**src/rtl/wb_arbiter_if.sv**
```systemverilog
// Write-back bus bundle: ALU and load result streams in, register-file
// write port and hazard query out. The arbiter uses the slave modport.
`ifndef WORD_WIDTH
`define WORD_WIDTH 32
`endif
`ifndef REG_ADDR_WIDTH
`define REG_ADDR_WIDTH 5
`endif

interface wb_arbiter_if #(
  parameter int WORD_WIDTH     = `WORD_WIDTH,
  parameter int REG_ADDR_WIDTH = `REG_ADDR_WIDTH,
  parameter int DEPTH          = 4
);
  localparam int CNT_W = $clog2(DEPTH) + 1;

  logic                      alu_valid;
  logic                      alu_ready;
  logic [REG_ADDR_WIDTH-1:0] alu_rd;
  logic [WORD_WIDTH-1:0]     alu_data;
  logic                      ld_valid;
  logic                      ld_ready;
  logic [REG_ADDR_WIDTH-1:0] ld_rd;
  logic [WORD_WIDTH-1:0]     ld_data;
  logic                      w_en;
  logic [REG_ADDR_WIDTH-1:0] wa3;
  logic [WORD_WIDTH-1:0]     wd3;
  logic [REG_ADDR_WIDTH-1:0] ra1;
  logic [REG_ADDR_WIDTH-1:0] ra2;
  logic                      pend1;
  logic                      pend2;
  logic [CNT_W-1:0]          fifo_count;

  modport master (
    output alu_valid, alu_rd, alu_data, ld_valid, ld_rd, ld_data, ra1, ra2,
    input  alu_ready, ld_ready, w_en, wa3, wd3, pend1, pend2, fifo_count
  );

  modport slave (
    input  alu_valid, alu_rd, alu_data, ld_valid, ld_rd, ld_data, ra1, ra2,
    output alu_ready, ld_ready, w_en, wa3, wd3, pend1, pend2, fifo_count
  );
endinterface

```
**src/rtl/wb_arbiter.sv**
```systemverilog
// Register-file write-port arbiter: ALU results win by default, load
// results queue in a small FIFO and take over once they have waited
// STARVE_LIMIT cycles. Pending flags cover the registered write and every
// queued load so decode can stall on read-after-write hazards.
`ifndef WORD_WIDTH
`define WORD_WIDTH 32
`endif
`ifndef REG_ADDR_WIDTH
`define REG_ADDR_WIDTH 5
`endif

module wb_arbiter #(
  parameter int WORD_WIDTH     = `WORD_WIDTH,
  parameter int REG_ADDR_WIDTH = `REG_ADDR_WIDTH,
  parameter int DEPTH          = 4,
  parameter int STARVE_LIMIT   = 3
) (
  input logic         clk,
  input logic         rst,
  wb_arbiter_if.slave bus
);
  localparam int PTR_W = $clog2(DEPTH);
  localparam int CNT_W = PTR_W + 1;
  localparam int SV_W  = $clog2(STARVE_LIMIT + 1);
  localparam logic [CNT_W-1:0] FULL_CNT   = CNT_W'(DEPTH);
  localparam logic [SV_W-1:0]  STARVE_MAX = SV_W'(STARVE_LIMIT);

  logic [REG_ADDR_WIDTH-1:0] fifo_rd_q   [DEPTH];
  logic [WORD_WIDTH-1:0]     fifo_data_q [DEPTH];
  logic [DEPTH-1:0]          occ_q, occ_d;
  logic [PTR_W-1:0]          wr_ptr_q, wr_ptr_d;
  logic [PTR_W-1:0]          rd_ptr_q, rd_ptr_d;
  logic [CNT_W-1:0]          count_q, count_d;
  logic [SV_W-1:0]           starve_q, starve_d;
  logic                      w_en_q, w_en_d;
  logic [REG_ADDR_WIDTH-1:0] wa3_q, wa3_d;
  logic [WORD_WIDTH-1:0]     wd3_q, wd3_d;

  logic fifo_empty, starved, alu_ready, ld_ready;
  logic alu_wr, push, pop;
  logic pend1, pend2;

  // Handshake decode; rd==0 transfers are accepted but never written or queued
  always_comb begin
    fifo_empty = (count_q == '0);
    starved    = (starve_q == STARVE_MAX);
    alu_ready  = !(starved && !fifo_empty);
    ld_ready   = (count_q != FULL_CNT);
    alu_wr     = bus.alu_valid && alu_ready && (bus.alu_rd != '0);
    push       = bus.ld_valid && ld_ready && (bus.ld_rd != '0);
    pop        = !alu_wr && !fifo_empty;
  end

  // Next-state: write selection, FIFO bookkeeping and starvation counter
  always_comb begin
    w_en_d   = 1'b0;
    wa3_d    = wa3_q;
    wd3_d    = wd3_q;
    occ_d    = occ_q;
    wr_ptr_d = wr_ptr_q;
    rd_ptr_d = rd_ptr_q;
    count_d  = count_q;
    starve_d = starve_q;

    if (alu_wr) begin
      w_en_d = 1'b1;
      wa3_d  = bus.alu_rd;
      wd3_d  = bus.alu_data;
    end else if (pop) begin
      w_en_d = 1'b1;
      wa3_d  = fifo_rd_q[rd_ptr_q];
      wd3_d  = fifo_data_q[rd_ptr_q];
    end

    // push needs not-full and pop needs not-empty, so the slots never coincide
    if (pop) begin
      occ_d[rd_ptr_q] = 1'b0;
      rd_ptr_d        = rd_ptr_q + PTR_W'(1);
    end
    if (push) begin
      occ_d[wr_ptr_q] = 1'b1;
      wr_ptr_d        = wr_ptr_q + PTR_W'(1);
    end

    case ({push, pop})
      2'b10:   count_d = count_q + CNT_W'(1);
      2'b01:   count_d = count_q - CNT_W'(1);
      default: count_d = count_q;
    endcase

    if (fifo_empty || pop) begin
      starve_d = '0;
    end else if (!starved) begin
      starve_d = starve_q + SV_W'(1);
    end
  end

  // Control state and the registered write port; reset drops queued loads
  always_ff @(posedge clk or posedge rst) begin
    if (rst) begin
      occ_q    <= '0;
      wr_ptr_q <= '0;
      rd_ptr_q <= '0;
      count_q  <= '0;
      starve_q <= '0;
      w_en_q   <= 1'b0;
      wa3_q    <= '0;
      wd3_q    <= '0;
    end else begin
      occ_q    <= occ_d;
      wr_ptr_q <= wr_ptr_d;
      rd_ptr_q <= rd_ptr_d;
      count_q  <= count_d;
      starve_q <= starve_d;
      w_en_q   <= w_en_d;
      wa3_q    <= wa3_d;
      wd3_q    <= wd3_d;
    end
  end

  // FIFO payload storage; validity lives in occ_q so no reset is needed here
  always_ff @(posedge clk) begin
    if (push) begin
      fifo_rd_q[wr_ptr_q]   <= bus.ld_rd;
      fifo_data_q[wr_ptr_q] <= bus.ld_data;
    end
  end

  // Hazard query against the in-flight write and every occupied FIFO slot
  always_comb begin
    pend1 = w_en_q && (wa3_q == bus.ra1);
    pend2 = w_en_q && (wa3_q == bus.ra2);
    for (int i = 0; i < DEPTH; i++) begin
      if (occ_q[i] && (fifo_rd_q[i] == bus.ra1)) pend1 = 1'b1;
      if (occ_q[i] && (fifo_rd_q[i] == bus.ra2)) pend2 = 1'b1;
    end
    pend1 = pend1 && (bus.ra1 != '0);
    pend2 = pend2 && (bus.ra2 != '0);
  end

  assign bus.alu_ready  = alu_ready;
  assign bus.ld_ready   = ld_ready;
  assign bus.w_en       = w_en_q;
  assign bus.wa3        = wa3_q;
  assign bus.wd3        = wd3_q;
  assign bus.pend1      = pend1;
  assign bus.pend2      = pend2;
  assign bus.fifo_count = count_q;
endmodule
```
**src/flat_wrapper.sv**
```systemverilog
// flat-port wrapper written by rule: the top's interface ports become plain ports
module wb_arbiter_flat 
#(
  parameter int WORD_WIDTH     = `WORD_WIDTH,
  parameter int REG_ADDR_WIDTH = `REG_ADDR_WIDTH,
  parameter int DEPTH          = 4,
  parameter int STARVE_LIMIT   = 3
)
  (clk, rst, bus_alu_valid, bus_alu_rd, bus_alu_data, bus_ld_valid, bus_ld_rd, bus_ld_data, bus_ra1, bus_ra2, bus_alu_ready, bus_ld_ready, bus_w_en, bus_wa3, bus_wd3, bus_pend1, bus_pend2, bus_fifo_count);
  wb_arbiter_if #(.WORD_WIDTH(WORD_WIDTH), .REG_ADDR_WIDTH(REG_ADDR_WIDTH), .DEPTH(DEPTH)) bus_i ();
  input logic clk;
  input logic rst;
  input wire logic [$bits(bus_i.alu_valid)-1:0] bus_alu_valid;
  input wire logic [$bits(bus_i.alu_rd)-1:0] bus_alu_rd;
  input wire logic [$bits(bus_i.alu_data)-1:0] bus_alu_data;
  input wire logic [$bits(bus_i.ld_valid)-1:0] bus_ld_valid;
  input wire logic [$bits(bus_i.ld_rd)-1:0] bus_ld_rd;
  input wire logic [$bits(bus_i.ld_data)-1:0] bus_ld_data;
  input wire logic [$bits(bus_i.ra1)-1:0] bus_ra1;
  input wire logic [$bits(bus_i.ra2)-1:0] bus_ra2;
  output wire logic [$bits(bus_i.alu_ready)-1:0] bus_alu_ready;
  output wire logic [$bits(bus_i.ld_ready)-1:0] bus_ld_ready;
  output wire logic [$bits(bus_i.w_en)-1:0] bus_w_en;
  output wire logic [$bits(bus_i.wa3)-1:0] bus_wa3;
  output wire logic [$bits(bus_i.wd3)-1:0] bus_wd3;
  output wire logic [$bits(bus_i.pend1)-1:0] bus_pend1;
  output wire logic [$bits(bus_i.pend2)-1:0] bus_pend2;
  output wire logic [$bits(bus_i.fifo_count)-1:0] bus_fifo_count;
  assign bus_i.alu_valid = bus_alu_valid;
  assign bus_i.alu_rd = bus_alu_rd;
  assign bus_i.alu_data = bus_alu_data;
  assign bus_i.ld_valid = bus_ld_valid;
  assign bus_i.ld_rd = bus_ld_rd;
  assign bus_i.ld_data = bus_ld_data;
  assign bus_i.ra1 = bus_ra1;
  assign bus_i.ra2 = bus_ra2;
  assign bus_alu_ready = bus_i.alu_ready;
  assign bus_ld_ready = bus_i.ld_ready;
  assign bus_w_en = bus_i.w_en;
  assign bus_wa3 = bus_i.wa3;
  assign bus_wd3 = bus_i.wd3;
  assign bus_pend1 = bus_i.pend1;
  assign bus_pend2 = bus_i.pend2;
  assign bus_fifo_count = bus_i.fifo_count;
  wb_arbiter #(.WORD_WIDTH(WORD_WIDTH), .REG_ADDR_WIDTH(REG_ADDR_WIDTH), .DEPTH(DEPTH), .STARVE_LIMIT(STARVE_LIMIT)) u_core (.clk(clk), .rst(rst), .bus(bus_i));
endmodule
```
**config.mk**
```make
export PLATFORM = sky130hd
export DESIGN_NAME = wb_arbiter_flat
export DESIGN_NICKNAME = d
export VERILOG_FILES = /design/src/rtl/wb_arbiter_if.sv /design/src/rtl/wb_arbiter.sv /design/src/flat_wrapper.sv
export SDC_FILE = /design/constraint.sdc
export NUM_CORES = 1
export LEC_CHECK = 0
export ABC_AREA = 1
export ABC_CLOCK_PERIOD_IN_PS = 2300
export CORE_MARGIN = 10
export CORE_UTILIZATION = 35
export DETAILED_ROUTE_END_ITERATION = 8
export GPL_TIMING_DRIVEN = 0
export MAX_ROUTING_LAYER = met4
export RECOVER_POWER = 25
export REMOVE_ABC_BUFFERS = 1
export SETUP_SLACK_MARGIN = 0.15
export SLEW_MARGIN = 10
export SYNTH_ARGS = -nofsm -noshare
export SYNTH_HDL_FRONTEND = slang
export SYNTH_SLANG_ARGS = --single-unit
```
**constraint.sdc**
```tcl
create_clock -name clk -period 2.3 [get_ports clk]
set_clock_uncertainty 0.15 [all_clocks]
set_input_delay 0.23 -clock clk [delete_from_list [all_inputs] [get_ports clk]]
set_output_delay 0.23 -clock clk [all_outputs]
set_load 0.005 [all_outputs]
```
======== Word-level counts from Yosys, hierarchy flattened ========
Memory sizes are Yosys's and may differ from the RTL's.
Index checks and enable logic that the tools add are counted.
word-level totals
  bits in registers ....................... 51
  bits in writable memories ............... 148
  word-level logic and storage cells ...... 93
  memories kept ........................... 2
cells by class
  $add $sub $neg .......................... 5
  order comparisons ....................... 4
  eq/ne operators ......................... 15
  mux-type cells .......................... 25
  bitwise gates (word level) .............. 3
  reductions and logical operators ........ 31
memories
  memory              words  bits a word  read ports  clocked after memory_dff  wr ports  RTL line          text
  u_core.fifo_data_q  4      32           1           0                         1         wb_arbiter.sv:29  logic [WORD_WIDTH-1:0] fifo_data_q [DEPTH];
  u_core.fifo_rd_q    4      5            5           0                         1         wb_arbiter.sv:28  logic [REG_ADDR_WIDTH-1:0] fifo_rd_q [DEPTH];
operator list
  kind                   number
  $mux W32               2
  $eq A5 B5 Y1           10
  $logic_and A1 B1 Y1    20
  $reduce_bool A5 Y1     4
  $mux W1                14
  $mux W5                2
  $mux W4                2
  $add A2 B1 Y2 const B  3
  $lt A2 B3 Y1 const B   2
  $pmux W3 S2            1
  $and A4 B4 Y4          1
  $demux W1 S2           2
  $eq A2 B2 Y1 const B   2
  $ge A2 B1 Y1 const B   2
  $mux W2                2
  $not A4 Y4             1
  $or A4 B4 Y4           1
  $reduce_bool A2 Y1     2
  $add A3 B1 Y3 const B  1
  $logic_not A1 Y1       3
  $logic_not A3 Y1       1
  $ne A3 B3 Y1 const B   1
  $sub A3 B1 Y3 const B  1
  $eq A2 B1 Y1 const B   1
  other kinds (2)        2

======== Depth between registers and ports, before layout ========
Gate-level depths: netlist of run 1.
  depth in word-level cells ............... 11
  gate-level depth with buffers ........... 12
  mapped depth without buffers ............ 11

======== Least setup slack after synthesis of run 1 ========
No wires, ideal clock.
  kind .................................... register to register
  start point ............................. reg u_core.count_q[0] (netlist: u_core.bus.fifo_count[0])
  end point ............................... reg u_core.count_q[2] (netlist: u_core.bus.fifo_count[2])
  arrival time ............................ 2068 ps
  setup slack ............................. -49 ps
  stages on the path, launching flop included .. 13
  path buffers ............................ 1
  period minus slack after synthesis ...... 2349 ps
  cells stage by stage .................... dfrtp_1 -> inv_2 -> nand3_4 -> nand2_4 -> nand3_4 -> nand2_2 -> inv_4 -> buf_6 -> ha_1 -> fa_1 -> a21oi_1 -> o21ai_0 -> xor2_1
on the way
  word-level cells in the longest chain between the ends .. 10
  elaborated cells on any way between the ends .. 17
  classes of those cells .................. add/sub: 2; eq/ne: 3; mux: 1; reduce/logical: 11
RTL lines
  item                                               RTL line            text
  from (decl)                                        wb_arbiter.sv:33    logic [CNT_W-1:0] count_q, count_d;
  from (signal assigned)                             wb_arbiter.sv:113   count_q <= count_d;
  $logic_not A3 Y1 (*)                               wb_arbiter.sv:45    fifo_empty = (count_q == '0);
  $logic_not A1 Y1 (*)                               wb_arbiter.sv:47    alu_ready = !(starved && !fifo_empty);
  $logic_and A1 B1 Y1 (*)                            wb_arbiter.sv:47
  $logic_not A1 Y1 (*)                               wb_arbiter.sv:47
  via bus_alu_ready                                  flat_wrapper.sv:21  output wire logic [$bits(bus_i.alu_ready)-1:0] bus_alu_ready;
  $logic_and A1 B1 Y1 (*) (2 in series)              wb_arbiter.sv:49    alu_wr = bus.alu_valid && alu_ready && (bus.alu_rd != '0);
  $logic_not A1 Y1 (*)                               wb_arbiter.sv:51    pop = !alu_wr && !fifo_empty;
  $logic_and A1 B1 Y1 (*)                            wb_arbiter.sv:51
  $eq A2 B1 Y1 or $eq A2 B2 Y1 (tied branches)       wb_arbiter.sv:85    case ({push, pop})
  $pmux W3 S2 or $reduce_bool A2 Y1 (tied branches)  --
Mark *: on every way through the listed nets, which the timed path passes. The rest lies on a longest branch.
A chain may end at the register's enable or synchronous reset.

======== Worst setup path in the final report of run 1 ========
  start point ............................. reg u_core.count_q[0] (netlist: u_core.bus.fifo_count[0])
  end point ............................... reg u_core.count_q[2] (netlist: u_core.bus.fifo_count[2])
on the way
  word-level cells in the longest chain between the ends .. 10
  elaborated cells on any way between the ends .. 17
  classes of those cells .................. add/sub: 2; eq/ne: 3; mux: 1; reduce/logical: 11
RTL lines
  item                                               RTL line
  $logic_not A3 Y1                                   wb_arbiter.sv:45
  $logic_not A1 Y1                                   wb_arbiter.sv:47, wb_arbiter.sv:51
  $logic_and A1 B1 Y1                                wb_arbiter.sv:47
  $logic_not A1 Y1                                   wb_arbiter.sv:47
  $logic_and A1 B1 Y1 (2 in series)                  wb_arbiter.sv:49
  $logic_not A1 Y1                                   wb_arbiter.sv:51
  $logic_and A1 B1 Y1                                wb_arbiter.sv:51
  $eq A2 B1 Y1 or $eq A2 B2 Y1 (tied branches)       wb_arbiter.sv:85
  $pmux W3 S2 or $reduce_bool A2 Y1 (tied branches)  --
Several ways; a longest one is shown, not always the timed one.

==> flow_summary.json, run 1 <==
{
  "critPathCaptureType": "flop",
  "clock_sinks": 199,
  "layoutNonFillerInstCount": 1346,
  "switchingPower_mw": 4.75,
  "drc_errors": 0,
  "grt_first_pass_wirelength_um": 37900,
  "crit_type": "reg -> reg",
  "cts.path.max_buffers": 2,
  "rsz0062_at_grt": "yes",
  "start_util_pct": 35.4,
  "antenna_found_initial": 6,
  "synth_warnings": 0,
  "finalSetupViolations": 0,
  "io_buffers": 132,
  "dp_hpwl_um": 15000,
  "ys_types": 28,
  "dr.pass1.iters": 5,
  "drt_iter0_drc": 456,
  "p_per_area_nw_per_um2": 1140,
  "wl_um": 25500,
  "min_path_type": "in -> async",
  "drive_gt1_share_pct": 11.2,
  "viasPerCell": 4.97,
  "place_congestion": 0.892,
  "multi_input_area_um2": 2770,
  "fp.dieArea_um2": 32100,
  "yosys.area.top_type_share_pct": 50.2,
  "final_cell_mix": "nand2_1, edfxtp_1, nor2_1",
  "overflow": 0,
  "ant_nets": 0,
  "dpl_cell_area_um2": 10400,
  "cp.arrival_ns": 2.33,
  "io_pins": 133,
  "status": "complete, no violations",
  "cp_max_fo": 6,
  "comb_power_share_pct": 36.2,
  "ctsHtreeMaxLevel": 4,
  "fp.dieH_um": 179,
  "ys_ff_latch": 199,
  "placed_cells": 1274,
  "nFillCells": 2371,
  "syn_area_per_cell_um2": 10.4,
  "peakVddDrop_mv": 0.491,
  "route.vias.total": 6693,
  "yosys-top-cells-area": "edfxtp_1, dfrtp_1, nand2_1",
  "final_common_cell": "nand2_1",
  "grt_pass1_vias": 6610,
  "grt_max_degree": 78,
  "syn_area_um2": 8860,
  "post-route-min-period_ns": 2.18,
  "hold_violations": 0,
  "p_int_mw": 8.35,
  "coreArea_um2": 25000,
  "period_share_pct": 94.8,
  "slew_headroom_pct": 50.4,
  "crit_required_ns": 2.45,
  "wl_per_cell_um": 18.9,
  "area_growth_pct": 29.1,
  "design_area_um2": 11400,
  "cts-root-buf": "clkbuf_16",
  "seq_area_frac_synth_pct": 64.6,
  "power_frac_seq_pct": 42.4,
  "yosys.area.top_type": "edfxtp_1",
  "fmax_ghz": 0.458,
  "clkLatencyLatePin_ns": 0.42,
  "syn_inst": 852,
  "drv_slew": 0,
  "die_w_um": 179,
  "cts_tree": "yes",
  "postCtsHoldBufs": 0,
  "nets": 1096,
  "cap_violations": 0,
  "placementRows": 58,
  "worst_pin_slew_ns": 0.744,
  "p_clk_share_pct": 21.4,
  "clkTransAtPathRegs_ns": 0.08,
  "swShare_pct": 36.2,
  "cp-start-kind": "flop",
  "regArea_um2": 5730,
  "numCtsBuffers": 17,
  "grt_usage_pct": 16.0,
  "leakage_nw": 4.48
}
worst max-delay path: stages, from the launching register on:
cell       delay [ns]
dfrtp_2          0.42
inv_2            0.08
nand3_4          0.12
nand2_8          0.09
nand3_4          0.11
nand2_8          0.14
clkinv_16        0.06
ha_4             0.16
fa_2             0.35
a21oi_2          0.13
o21ai_1          0.09
xor2_1           0.15
through the flow:
step	TNS [ns]	power, mW	util (%)	hold WS, ns	setup WS, ns
global placement	-286.80	9.74	41.1	0.291	-2.24
global route	0	14.0	45.7	0.219	0.0103
finish	0	13.1	45.7	0.148	0.119
floorplan	-20.71	7.69	-	0.179	-0.590
detailed placement	-54.47	9.89	41.6	0.297	-1.24
CTS	0	13.0	44.7	0.175	0.0857
cell families after synthesis:
| group | after synthesis | share of synthesized area, % |
|---|---|---|
| fa+ha+maj | 11 | 1.64 |
| buf+inv | 93 | 5.48 |
| compound gates | 136 | 8.14 |
| flops | 199 | 64.6 |
| xor+xnor | 11 | 1.09 |
| simple gates | 402 | 19.1 |
area by class of cell:
class | instances | area share [%]
inverters | 48 | 2.11
flip-flops and latches | 199 | 50.1
well taps | 330 | 3.61
diodes | 6 | 0.131
repair buffers | 168 | 14.9
clock buffers | 18 | 3.75
multi-input cells | 562 | 24.3
repair inverters | 1 | 0.0985
clock inverters | 14 | 1.03
metal layers:
layer | GRT usage [%] | vias to the layer above | wire [µm]
met1 | 20.2 | 3256 | 11300
met2 | 26.0 | 201 | 12500
met3 | 3.43 | 15 | 1470
met4 | 3.72 | 0 | 228
met5 | - | - | 0
li1 | - | 3221 | -
cells in the mapped netlist (all sizes together):
cell type / count
nor3: 6
nor3b: 1
nand2: 186
o22ai: 32
o21ai: 90
clkbuf: 18
nor2: 110
dfrtp: 51
nand3: 98
a21oi: 14
edfxtp: 148
xnor2: 1
xor2: 10
buf: 27
inv: 48
and2: 1
ha: 10
fa: 1
power groups by stage:
stage | combinational [mW] | sequential [mW] | clock (mW)
2_1_floorplan | 2.20 | 5.48 | 0
3_3_place_gp | 4.02 | 5.72 | 0
3_5_place_dp | 4.18 | 5.71 | 0
4_1_cts | 4.59 | 5.57 | 2.86
5_1_grt | 5.29 | 5.67 | 3.01
6_report | 4.74 | 5.56 | 2.80
timing repair:
action | 4_1_cts | 5_1_grt
setup buffers | 18 | 13
resized for setup | 49 | 23
gates cloned | 2 | 1
pin swaps | 10 | 13
endpoints found under the setup margin | 133 | 114
registers in the layout, indices dropped and copies added, names as in the netlist:
signal                 cells
u_core.starve_q            2
u_core.rd_ptr_q            2
u_core.bus.w_en            1
u_core.fifo_rd_q          20
u_core.fifo_data_q       128
u_core.bus.fifo_count      3
u_core.occ_q               4
u_core.bus.wa3             5
u_core.bus.wd3            32
u_core.wr_ptr_q            2
path summary, 6_finish.rpt:
path | slack [ns] | end | cells past startpoint | start
setup / recovery | 0.12 | u_core.bus.fifo_count[2]$_DFFE_PP0P_ | 11 | u_core.bus.fifo_count[0]$_DFFE_PP0P_
hold / removal | 0.15 | u_core.bus.wa3[3]$_DFFE_PP0P_ | 2 | rst
setup reg to reg | 0.12 | u_core.bus.fifo_count[2]$_DFFE_PP0P_ | 11 | u_core.bus.fifo_count[0]$_DFFE_PP0P_
hold reg to reg | 0.31 | u_core.starve_q[0]$_DFFE_PP0P_ | 1 | u_core.starve_q[0]$_DFFE_PP0P_
max in group asynchronous | 1.29 | u_core.rd_ptr_q[0]$_DFFE_PP0N_ | 2 | rst
min in group clk | 0.22 | u_core.bus.wd3[19]$_DFFE_PP0P_ | 3 | bus_alu_data[19]
Power figures use the tool's default switching activity.
==> inputs of run 2 (changes only) <==
Settings changed: ABC_CLOCK_PERIOD_IN_PS 2300 to 2200.
Clock period 2.3 ns to 2.2 ns, I/O delays scaled along.
==> run 2 against run 1 <==
Compared with the run above: total power up 5.2%; cell area up 0.13%; sequential power up 3.8%; sequential cell count unchanged; combinational power up 7.4%; critical path type is now reg -> out; critical endpoint is now bus_pend2; largest power group unchanged; highest routed layer unchanged.
==> flow_summary.json, run 2 (synthesis gave the netlist of run 1 again) <==
{
  "clkLatencyLatePin_ns": 0.42,
  "min_path_type": "in -> async",
  "ctsHtreeMaxLevel": 4,
  "finalSetupViolations": 0,
  "drive_gt1_share_pct": 11.3,
  "r2r_start": "u_core.bus.fifo_count[0]$_DFFE_PP0P_",
  "critPathCaptureType": "output port",
  "cts-root-buf": "clkbuf_16",
  "largest_reg_flops": 128,
  "placed_cells": 1274,
  "grt_max_degree": 78,
  "wl_per_cell_um": 19.2,
  "cp_max_fo": 3,
  "status": "complete, no violations",
  "place_ws_ns": -1.33,
  "largest_register": "u_core.fifo_data_q",
  "nFillCells": 2371,
  "fmax_ghz": 0.476,
  "clkTransAtPathRegs_ns": 0.08,
  "overflow": 0,
  "swShare_pct": 36.3,
  "grt_usage_pct": 16.5,
  "dp_hpwl_um": 15000,
  "cp-start-kind": "flop",
  "die_w_um": 179,
  "post-route-min-period_ns": 2.10,
  "fin_ws_ns": 0.0972,
  "clock_sinks": 199,
  "final_common_cell": "nand2_1",
  "hold_violations": 0,
  "grt_first_pass_wirelength_um": 38900,
  "peakVddDrop_mv": 0.514,
  "antenna_found_initial": 6,
  "place_congestion": 0.892,
  "comb_power_share_pct": 37.0,
  "p_clk_share_pct": 21.2,
  "p_int_mw": 8.77,
  "p_per_area_nw_per_um2": 1200,
  "cp.arrival_ns": 1.73,
  "final_cell_mix": "nand2_1, edfxtp_1, nor2_1",
  "crit_type": "reg -> out",
  "grt_pass1_vias": 6673,
  "ant_nets": 0,
  "io_pins": 133,
  "coreArea_um2": 25000,
  "start_util_pct": 35.4,
  "io_buffers": 132,
  "period_share_pct": 95.6,
  "worst_pin_slew_ns": 0.742,
  "worstReg2RegEnd": "u_core.bus.fifo_count[2]$_DFFE_PP0P_",
  "rsz0062_at_grt": "yes",
  "cts_tree": "yes",
  "cap_violations": 0,
  "reg2reg_depth": 11,
  "drv_slew": 0,
  "numCtsBuffers": 17,
  "r2r_setup_slack_ns": 0.11,
  "dr.pass1.iters": 5,
  "viasPerCell": 4.99,
  "cts.path.max_buffers": 2,
  "total_power_mw": 13.8,
  "power_frac_seq_pct": 41.8,
  "drc_errors": 0,
  "nets": 1094,
  "hold_slack_ns": 0.135,
  "fp.dieArea_um2": 32100,
  "wl_um": 25700,
  "leakage_nw": 4.47,
  "layoutNonFillerInstCount": 1344,
  "switchingPower_mw": 5.01,
  "area_growth_pct": 29.3,
  "crit_required_ns": 1.83,
  "drt_iter0_drc": 510,
  "route.vias.total": 6709,
  "fp.dieH_um": 179,
  "tns_ns": 0,
  "placementRows": 58,
  "slew_headroom_pct": 50.5
}
[run 2: cell count changes in the layout (fill, tap and decap cells not counted), moves of 2 or more]
cell	before	now
buf_4	25	20
buf_6	1	3
clkinv_4	6	2
inv_1	32	30
inv_6	2	8
nor2_1	108	106
[run 2: power groups by stage]
stage          clock network [mW]  logic (mW)  registers (mW)
2_1_floorplan                   0        2.30            5.73
3_3_place_gp                    0        4.21            5.98
3_5_place_dp                    0        4.37            5.97
4_1_cts                      2.99        5.11            5.77
5_1_grt                      3.14        5.67            5.88
6_report                     2.92        5.09            5.77
[run 2: worst max-delay path by stage]
stage                                               from                              endpoint  slack, ns
floorplan                 u_core.rd_ptr_q[0]$_DFFE_PP0N_        u_core.rd_ptr_q[1]$_DFFE_PP0N_      -0.69
global placement          u_core.rd_ptr_q[0]$_DFFE_PP0N_        u_core.rd_ptr_q[1]$_DFFE_PP0N_      -2.34
detailed placement                         bus_alu_rd[2]  u_core.bus.fifo_count[1]$_DFFE_PP0P_      -1.33
CTS                 u_core.bus.fifo_count[1]$_DFFE_PP0P_  u_core.bus.fifo_count[2]$_DFFE_PP0P_       0.07
global route            u_core.fifo_rd_q[3][1]$_DFFE_PP_                             bus_pend1      -0.02
finish                  u_core.fifo_rd_q[3][1]$_DFFE_PP_                             bus_pend2        0.1
[run 2: metal layers]
layer,global-route usage (%),up-vias,wire [µm]
li1,-,3217,-
met1,20.9,3270,11400
met2,27.0,207,12700
met3,3.41,15,1460
met4,3.59,0,233
met5,-,-,0
[run 2: final cells by class]
class	count	area (µm²)	area share (%)
clock inverter	14	118	1.03
clock buffer	18	429	3.75
timing repair buffer	166	1720	15.0
tap	330	413	3.61
multi-input combinational	562	2780	24.3
inverter	48	239	2.09
antenna	6	15.0	0.131
sequential	199	5730	50.0
timing repair inverter	1	8.76	0.0765
[run 2: worst max-delay path, cell delays in order (launching register included)]
cell      delay, ns
edfxtp_1       0.43
buf_6          0.16
inv_4          0.05
nor2_4         0.03
nor3_2         0.18
nand3_2        0.11
nand2_2        0.09
nor2_2         0.03
nor2_1         0.12
buf_2          0.13
[run 2: timing repair]
item / CTS / global route
hold buffers: 0 / 0
pin swaps: 11 / 13
setup endpoints to repair: 168 / 182
cloned: 3 / 0
resized for setup: 53 / 23
buffers inserted: 27 / 2
[run 2: stage by stage]
stage	area (µm²)	util (%)
3_5_place_dp	10400	41.6
6_report	11500	45.7
3_3_place_gp	10300	41.1
4_1_cts	11400	45.4
2_1_floorplan	8560	-
5_1_grt	11500	45.7
==> inputs of run 3 (changes only) <==
Settings changed: ABC_CLOCK_PERIOD_IN_PS 2200 to 2100, CORE_UTILIZATION 35 to 56, CTS_BUF_LIST set to sky130_fd_sc_hd__clkbuf_8, PLACE_DENSITY set to 0.82.
Clock period 2.2 ns to 2.1 ns, I/O delays scaled along.
==> run 3 against run 2 <==
Compared with the run above: the flow now finishes with violations (negative setup slack); wire length is 8.3% higher; first-iteration DRC count is 100% higher; total power is 7.8% higher; via count is 11% higher; setup slack worse by 0.18 ns; non-clock buffer count is 21 higher; core utilization is 30 points higher; global-route usage is 8.3 points higher; cell count is 7.1% lower; largest power group is now combinational cells; combinational power is 19% higher; sequential share of layout area is 0.64 points lower.
==> flow_summary.json, run 3 (synthesis gave the netlist of run 1 again) <==
{
  "ctsHtreeMaxLevel": 4,
  "ant_nets": 0,
  "critPathCaptureType": "output port",
  "crit_start": "u_core.fifo_rd_q[0][3]$_DFFE_PP_",
  "fin_ws_ns": -0.0828,
  "io_pins": 133,
  "dr.pass1.iters": 6,
  "largest_register": "u_core.fifo_data_q",
  "r2r_start": "u_core.bus.fifo_count[2]$_DFFE_PP0P_",
  "p_clk_share_pct": 18.4,
  "place_congestion": 0.945,
  "wl_per_cell_um": 22.4,
  "violations": "negative setup slack",
  "numCtsBuffers": 17,
  "leakage_nw": 4.60,
  "dp_hpwl_um": 14600,
  "drv_slew": 0,
  "switchingPower_mw": 5.53,
  "slew_headroom_pct": 63.3,
  "clkTransAtPathRegs_ns": 0.10,
  "cp_max_fo": 4,
  "design_area_um2": 11600,
  "grt_usage_pct": 24.9,
  "crit_required_ns": 1.74,
  "wl_um": 27900,
  "overflow": 0,
  "min_from": "bus_alu_data[13]",
  "largest_reg_flops": 128,
  "p_per_area_nw_per_um2": 1280,
  "layoutNonFillerInstCount": 1248,
  "swShare_pct": 37.2,
  "comb_power_share_pct": 40.9,
  "finalSetupViolations": 3,
  "start_util_pct": 57.6,
  "fin_util_pct": 75.5,
  "fp.dieH_um": 146,
  "hold_end": "u_core.bus.wd3[13]$_DFFE_PP0P_",
  "clkLatencyLatePin_ns": 0.47,
  "total_power_mw": 14.9,
  "clock_sinks": 199,
  "tns_ns": -0.134,
  "period_share_pct": 104,
  "post-route-min-period_ns": 2.18,
  "dpl_cell_area_um2": 10300,
  "cp.arrival_ns": 1.82,
  "nets": 1115,
  "antenna_found_initial": 8,
  "grt_pass1_vias": 7177,
  "grt_first_pass_wirelength_um": 40200,
  "placementRows": 45,
  "worst_pin_slew_ns": 0.550,
  "cts-root-buf": "clkbuf_8",
  "hold_violations": 0,
  "drt_iter0_drc": 1021,
  "fp.dieArea_um2": 21200,
  "cp-start-kind": "flop",
  "min_path_type": "in -> reg",
  "placed_cells": 1157,
  "crit_type": "reg -> out",
  "io_buffers": 132,
  "r2r_setup_slack_ns": -0.03,
  "coreArea_um2": 15400,
  "die_w_um": 146,
  "worstReg2RegEnd": "u_core.bus.fifo_count[2]$_DFFE_PP0P_",
  "cts_tree": "yes",
  "area_growth_pct": 31.0,
  "nFillCells": 957,
  "grt_max_degree": 78,
  "final_cell_mix": "nand2_1, edfxtp_1, nor2_1",
  "fmax_ghz": 0.458,
  "final_common_cell": "nand2_1",
  "cap_violations": 0,
  "place_ws_ns": -1.44,
  "viasPerCell": 5.97,
  "status": "finished with violations",
  "hold_path_depth": 3,
  "reg2reg_depth": 11,
  "drc_errors": 0,
  "p_int_mw": 9.32,
  "peakVddDrop_mv": 0.792,
  "route.vias.total": 7456,
  "drive_gt1_share_pct": 14.2,
  "power_frac_seq_pct": 40.8,
  "rsz0062_at_grt": "yes",
  "cts.path.max_buffers": 2,
  "hold_slack_ns": 0.145
}
run 3: cell types whose count changed in the layout (fill, tap and decap cells not counted), sizes merged:
cell and delta:
dlygate4sd2 -5, inv -6, clkbuf +6, diode +2, dlygate4sd3 +1, bufinv +4, dlymetal6s2s +2, clkdlybuf4s50 +2
buf +16, clkinv -2, clkinvlp +3
run 3: worst max-delay path, stage by stage (launching register included):
cell and delay, ns:
edfxtp_1 0.49, nand2_1 0.15, nand2_1 0.11, nor2_2 0.18, nand3_2 0.08, nand3_2 0.07
nor2_1 0.05, nor2_1 0.10, buf_2 0.13
run 3: power groups by stage:
| stage | Sequential [mW] | Clock (mW) | Combinational, mW |
|---|---|---|---|
| final | 6.06 | 2.73 | 6.07 |
| after detailed placement | 6.12 | 0 | 4.72 |
| after global placement | 6.21 | 0 | 4.30 |
| after floorplan | 6.01 | 0 | 2.41 |
| after CTS | 5.98 | 2.73 | 5.44 |
| after global routing | 6.12 | 2.91 | 6.55 |
run 3: layer usage:
| layer | part of all wire [%] | wire [µm] | GRT usage [%] | vias up |
|---|---|---|---|---|
| met5 | 0 | 0 | - | - |
| met4 | 3.8 | 1070 | 10.0 | 0 |
| met3 | 10 | 2910 | 5.84 | 102 |
| met2 | 48 | 13400 | 39.4 | 507 |
| met1 | 38 | 10500 | 30.2 | 3580 |
| li1 | - | - | - | 3267 |
run 3: how the worst max path moves through the flow:
stage / endpoint / depth (start not counted)
after floorplan: u_core.rd_ptr_q[1]$_DFFE_PP0N_ / 4
after global placement: u_core.rd_ptr_q[1]$_DFFE_PP0N_ / 4
after detailed placement: u_core.bus.fifo_count[1]$_DFFE_PP0P_ / 10
after CTS: u_core.bus.fifo_count[2]$_DFFE_PP0P_ / 11
after global routing: bus_pend2 / 8
final: bus_pend2 / 8
run 3: timing repair:
action | 4_1_cts | 5_1_grt
cloned | 5 | 4
buffers inserted | 25 | 16
resized for setup | 65 | 40
endpoints found under the setup margin | 186 | 142
hold buffers | 1 | 0
pin swaps | 9 | 14
endpoints found under the hold margin | 17 | 0
run 3: final cells by class:
class | instances | area [µm²] | area share [%]
timing repair inverter | 1 | 8.76 | 0.0755
antenna | 8 | 20.0 | 0.173
multi-input combinational | 562 | 2820 | 24.3
clock inverter | 13 | 194 | 1.67
clock buffer | 19 | 262 | 2.25
sequential | 199 | 5730 | 49.4
inverter | 48 | 258 | 2.22
tap | 211 | 264 | 2.28
timing repair buffer | 187 | 2050 | 17.7
